File: config.mk
export PLATFORM = sky130hd
export DESIGN_NAME = sync_fifo_flags
export DESIGN_NICKNAME = d
export VERILOG_FILES = /design/src/rtl/sync_fifo_flags.sv
export SDC_FILE = /design/constraint.sdc
export NUM_CORES = 1
export LEC_CHECK = 0
export ABC_AREA = 1
export BUFFER_PORTS_ARGS = -buffer_cell sky130_fd_sc_hd__buf_2
export CELL_PAD_IN_SITES_DETAIL_PLACEMENT = 1
export CELL_PAD_IN_SITES_GLOBAL_PLACEMENT = 2
export CORE_MARGIN = 2
export CORE_UTILIZATION = 45
export CTS_CLUSTER_DIAMETER = 50
export DETAILED_ROUTE_END_ITERATION = 16
export HOLD_SLACK_MARGIN = 0.02
export PLACE_DENSITY_LB_ADDON = 0.1
export REMOVE_ABC_BUFFERS = 1
export SETUP_SLACK_MARGIN = 0.15
export SYNTH_ARGS = -nofsm -noshare
export SYNTH_HDL_FRONTEND = slang
export SYNTH_SLANG_ARGS = --single-unit
export TNS_END_PERCENT = 100
File: constraint.sdc
create_clock -name clk -period 8.1 [get_ports clk]
set_input_delay 2.025 -clock clk [delete_from_list [all_inputs] [get_ports clk]]
set_output_delay 2.025 -clock clk [all_outputs]
set_load 0.02 [all_outputs]
File: src/rtl/sync_fifo_flags.sv
// ---------------------------------------------------------------------------
// sync_fifo_flags
//
// Single-clock FIFO for streaming datapaths. It provides an occupancy count,
// programmable almost-full / almost-empty thresholds, and sticky overflow /
// underflow error flags. The FWFT parameter selects the read mode:
//   FWFT=1 : the head word is always on dout while the FIFO is not empty.
//   FWFT=0 : dout is a register loaded by an accepted read; it is valid for
//            one cycle, the cycle after the read.
//
// Parameters
//   WIDTH      data width (>=1)
//   DEPTH      number of entries (power of two, >=2)
//   FWFT       1 = first-word-fall-through, 0 = registered read
//   AF_THRESH  almost_full  when count >= AF_THRESH (1..DEPTH)
//   AE_THRESH  almost_empty when count <= AE_THRESH (0..DEPTH-1)
//
// Ports
//   clk           clock; all logic on the rising edge
//   rst           synchronous active-high reset
//   wr, din       write request and data
//   full          count == DEPTH
//   rd            read request (pop)
//   dout, dvld    read data and its valid
//   empty         count == 0
//   count         words stored ($clog2(DEPTH)+1 bits)
//   almost_full   count >= AF_THRESH
//   almost_empty  count <= AE_THRESH
//   overflow      sticky: write attempted while full
//   underflow     sticky: read attempted while empty
//   clr_err       clears overflow and underflow (a same-cycle set wins)
// ---------------------------------------------------------------------------
module sync_fifo_flags #(
  parameter int WIDTH     = 32,
  parameter int DEPTH     = 8,
  parameter int FWFT      = 1,
  parameter int AF_THRESH = DEPTH - 2,
  parameter int AE_THRESH = 2
) (
  input  logic                       clk,
  input  logic                       rst,
  input  logic                       wr,
  input  logic [WIDTH-1:0]           din,
  output logic                       full,
  input  logic                       rd,
  output logic [WIDTH-1:0]           dout,
  output logic                       dvld,
  output logic                       empty,
  output logic [$clog2(DEPTH):0]     count,
  output logic                       almost_full,
  output logic                       almost_empty,
  output logic                       overflow,
  output logic                       underflow,
  input  logic                       clr_err
);

  localparam int AW = $clog2(DEPTH);
  localparam int CW = AW + 1;

  localparam logic [CW-1:0] DEPTH_C = CW'(DEPTH);
  localparam logic [CW-1:0] AF_C    = CW'(AF_THRESH);
  localparam logic [CW-1:0] AE_C    = CW'(AE_THRESH);

  logic [WIDTH-1:0] mem [DEPTH];
  logic [AW-1:0]    wr_ptr;
  logic [AW-1:0]    rd_ptr;
  logic [CW-1:0]    count_q;
  logic             wr_acc;
  logic             rd_acc;

  // All flags decode the registered count, so they always agree with it.
  assign count        = count_q;
  assign full         = (count_q == DEPTH_C);
  assign empty        = (count_q == '0);
  assign almost_full  = (count_q >= AF_C);
  assign almost_empty = (count_q <= AE_C);

  // Acceptance looks only at this cycle's flags: a simultaneous read never
  // makes room for a write when full, and a simultaneous write never feeds
  // a read when empty.
  assign wr_acc = wr & ~full;
  assign rd_acc = rd & ~empty;

  // NOTE: sequential state uses non-blocking assignments so every register
  // samples the pre-edge values, independent of statement order.
  always_ff @(posedge clk) begin
    if (rst) begin
      wr_ptr    <= '0;
      rd_ptr    <= '0;
      count_q   <= '0;
      overflow  <= 1'b0;
      underflow <= 1'b0;
    end else begin
      if (wr_acc) wr_ptr <= wr_ptr + 1'b1;
      if (rd_acc) rd_ptr <= rd_ptr + 1'b1;

      case ({wr_acc, rd_acc})
        2'b10:   count_q <= count_q + 1'b1;
        2'b01:   count_q <= count_q - 1'b1;
        default: count_q <= count_q;
      endcase

      // Set term is OR-ed after the clear so a same-cycle event survives.
      overflow  <= (wr & full)  | (overflow  & ~clr_err);
      underflow <= (rd & empty) | (underflow & ~clr_err);
    end
  end

  // NOTE: the storage array has no reset; stale contents are unreachable
  // because the pointers and count are reset, and leaving it unreset lets
  // it map onto plain RAM.
  always_ff @(posedge clk) begin
    if (wr_acc && !rst) mem[wr_ptr] <= din;
  end

  if (FWFT != 0) begin : g_fwft
    // Head entry shown combinationally; forced to zero while empty so the
    // output is defined (and zero) after reset.
    assign dout = empty ? '0 : mem[rd_ptr];
    assign dvld = ~empty;
  end else begin : g_std
    logic [WIDTH-1:0] dout_q;
    logic             dvld_q;

    always_ff @(posedge clk) begin
      if (rst) begin
        dout_q <= '0;
        dvld_q <= 1'b0;
      end else begin
        dvld_q <= rd_acc;
        if (rd_acc) dout_q <= mem[rd_ptr];
      end
    end

    assign dout = dout_q;
    assign dvld = dvld_q;
  end

endmodule

==> metrics.log <==
INFO  metric outcome = completed
INFO  metric ys_ff_latch = 271
INFO  metric hold_wc_path_type = reg -> reg
INFO  metric die_width = 159 um
INFO  metric synth_sequential_area_ratio = 0.739
INFO  metric multiplexer_share_of_the_synthesized_area = 0
INFO  metric synthTopCellsByArea = sky130_fd_sc_hd__edfxtp_1 71%, sky130_fd_sc_hd__nor2_1 8.1%, sky130_fd_sc_hd__o21ai_0 5.9%
INFO  metric setup_viol = 0
INFO  metric share_of_cells_above_drive_strength_1 = 0.158
INFO  metric finalCritPeriodShare = 0.666
INFO  metric post_drt_via_cell_ratio = 5.41
INFO  metric timing.critical_path.arrival = approximately 3400 ps
INFO  metric clock_tree_from_tritoncts = done
INFO  metric synth_xor_area_frac = 0.00162
INFO  metric timing_worst_setup_path_type = reg -> out
INFO  metric relSlewSlack = 0.212
INFO  metric timing_max_transition_violations_final = 0
INFO  metric detailed_place_hpwl = between 10 and 15 mm
INFO  metric insertion_delay = 500 ps
INFO  metric layout-area-overhead-vs-synth = 16.3%
INFO  metric dr.first_iter.drc_count = 467
INFO  metric timing.clock.skew = 11.6 ps
INFO  metric timing.rr.start = count[0]$_SDFFE_PP0P_
INFO  metric yosys.area.top_type_share = 0.711
INFO  metric largest_net_degree_at_the_start_of_global_routing = roughly 100
INFO  metric dr_total_vias = 6990
INFO  metric endpoint_worst_hold = underflow$_SDFF_PP0_
INFO  metric ir_worst_vdd = 0.231 mV
INFO  metric worst_r2r_path_depth = 13
INFO  metric cp-end-kind = primary output
INFO  metric ios = 80
INFO  metric final.setup.tns = 0 ps
INFO  metric layout.filler_cells = 2448
INFO  metric regToRegEndpoint = count[2]$_SDFFE_PP0P_
INFO  metric power.density = approximately 340 nW/um2
INFO  metric maxCapViolCount = 0
INFO  metric tightest_slew = approximately 1200 ps
INFO  metric ctsResizeCount = 0
INFO  metric vias_in_the_first_global_route = 7719
INFO  metric groute.usage.overall = 0.215
INFO  metric timing.final.crit_period = 5390 ps
INFO  metric timing.hold.worst_path_depth = 2
INFO  metric postRouteWirelength = 26.8 mm
INFO  metric synth_compound_gate_area_share = 0.110
INFO  metric worst_setup_hold_path_clk_slew = 50 ps
INFO  metric synth-adder-area-share = 0.00579
INFO  metric number_of_antenna_violations_at_the_first_check_in_global_routing = 0
INFO  metric worst_ep_required_time = 6080 ps
INFO  metric dr.pass1.iters = 4
INFO  metric core-area = 23500 um2
INFO  metric ys_types = 24
INFO  metric power_leakage = approximately 4.5 nW
INFO  metric avgSynthCellArea = 12.5 um2
INFO  metric post_cts_hold_buffers = 0
INFO  metric port_buffers = 79
INFO  metric most_common_library_cell_in_the_layout_ignoring_fill_and_taps = sky130_fd_sc_hd__edfxtp_1
INFO  metric cts-buffers-inserted = 34
INFO  metric clock_path_buffers = 3
INFO  metric layout_common_cells = 256 x sky130_fd_sc_hd__edfxtp_1, 230 x sky130_fd_sc_hd__nor2_1, 127 x sky130_fd_sc_hd__o21ai_0
INFO  metric setup.reg_to_reg.worst_slack = 5110 ps
INFO  metric fmaxAchievable = between 150 and 200 MHz
INFO  metric synth.cell_area = 10800 um2
INFO  metric antenna_cells = 0
INFO  metric synth.largest_area_cell = sky130_fd_sc_hd__edfxtp_1
INFO  metric ant_nets = 0
INFO  metric final_nets = 988
INFO  metric grt.overflow.total = 0
INFO  metric drt_drc_violations_left = 0
INFO  metric grt_pass1_wl = 42.2 mm
INFO  metric cts.repair_timing.setup_buffer_count = 0
INFO  metric critical_path.startpoint_type = flop
INFO  metric synth-warning-count = 0
INFO  metric place.gp.congestion = 0.761
INFO  metric floorplan.initialDensity = 0.459
INFO  metric die_height = about 160 um
INFO  metric syn_inst = 868
INFO  metric crit_path_max_fanout = between 80 and 90
INFO  metric worstHoldStart = underflow$_SDFF_PP0_
INFO  metric wl_per_cell = 20.7 um
INFO  metric combinational_family_with_the_most_area_after_synthesis = compound AO/OA/AOI/OAI gates
INFO  metric post_synthesis_simple_gate_area_fraction = 0.106
INFO  metric htreeDepth = 2
INFO  metric clockRootBuffer = sky130_fd_sc_hd__clkbuf_16
INFO  metric clock_sinks = 271
INFO  metric setup_slack_at_placement = 3130 ps
INFO  metric finalHoldViolations = 0
INFO  metric finalCoreUtilization = 0.534
INFO  metric rsz0062_at_grt = no
INFO  metric core.rowCount = 56
INFO  metric final_critical_path_setup_slack = around 2700 ps
INFO  metric design.die.area = 25300 um2
## flip-flops by register name, indices dropped and copies added (netlist names), named ones only
signal	cells
overflow	1
underflow	1
rd_ptr	3
wr_ptr	3
mem	256
count	4
## Yosys cell counts (all sizes together)
cell type and instances:
nand3 7, or2 1, o21ai 138, and3 1
nor2 234, dfxtp 15, o22ai 32, nor3 4
buf 32, o211ai 32, nand2 54, edfxtp 256
clkbuf 19, inv 24, ha 5, a21oi 12
xnor2 2
## kinds of logic (layout without fill, tap and decap cells)
logic type	Yosys count	after routing
buffers and inverters	75	179
flip-flops	271	271
AND/OR/NAND/NOR	301	301
XOR/XNOR	2	2
adder cells (fa/ha/maj)	5	5
AO/OA/AOI/OAI	214	214
## stage by stage
step / hold slack (ps) / instance area (um2) / power (mW) / instances
3_5_place_dp: 464 / 11500 / 2.88 / 1229
5_1_grt: 505 / 12600 / 4.56 / 1291
4_1_cts: 475 / 12600 / 4.37 / 1291
2_1_floorplan: 433 / 10500 / 2.43 / 817
6_report: 475 / 12600 / 4.32 / 1291
3_3_place_gp: 450 / 11500 / 2.83 / 1229
## per-layer routing
metal / up-vias / GRT usage / wire length [um]
met5: - / 0 / 0
met4: 0 / 0.0711 / 480
met3: 33 / 0.0352 / 1000
met2: 141 / 0.383 / 13900
met1: 3535 / 0.268 / 11400
li1: 3281 / - / -
## how the worst max path moves through the flow
stage / end / slack, ps / depth (start not counted)
6_report: dout[20] / 2710 / 7
5_1_grt: dout[16] / 2350 / 7
4_1_cts: dout[20] / 2590 / 7
3_5_place_dp: dout[20] / 3130 / 7
3_3_place_gp: dout[16] / 3250 / 7
2_1_floorplan: dout[30] / 1970 / 5
## power breakdown
part,leakage [nW],total (mW),internal [mW],switching (mW)
Clock,0.539,1.48,0.926,0.554
Sequential,2.44,1.64,1.60,0.0465
Combinational,1.50,1.20,0.344,0.856
## worst max-delay path: stages, from the launching register on
cell and delay (ps):
sky130_fd_sc_hd__dfxtp_4 520, sky130_fd_sc_hd__clkinv_2 970, sky130_fd_sc_hd__buf_4 650, sky130_fd_sc_hd__o21ai_0 220, sky130_fd_sc_hd__o211ai_1 110, sky130_fd_sc_hd__nand2_1 110
sky130_fd_sc_hd__nor2_1 90, sky130_fd_sc_hd__buf_2 170
## layout make-up
type                       count  area, um2  share of cell area
timing repair buffer          93        500              0.0398
sequential                   271       7990               0.636
multi-input combinational    522       2470               0.197
clock inverter                17        160              0.0127
inverter                      24       91.3             0.00726
clock buffer                  45        956              0.0760
tap                          319        399              0.0317
No activity file was read; power rests on OpenSTA's default activity.
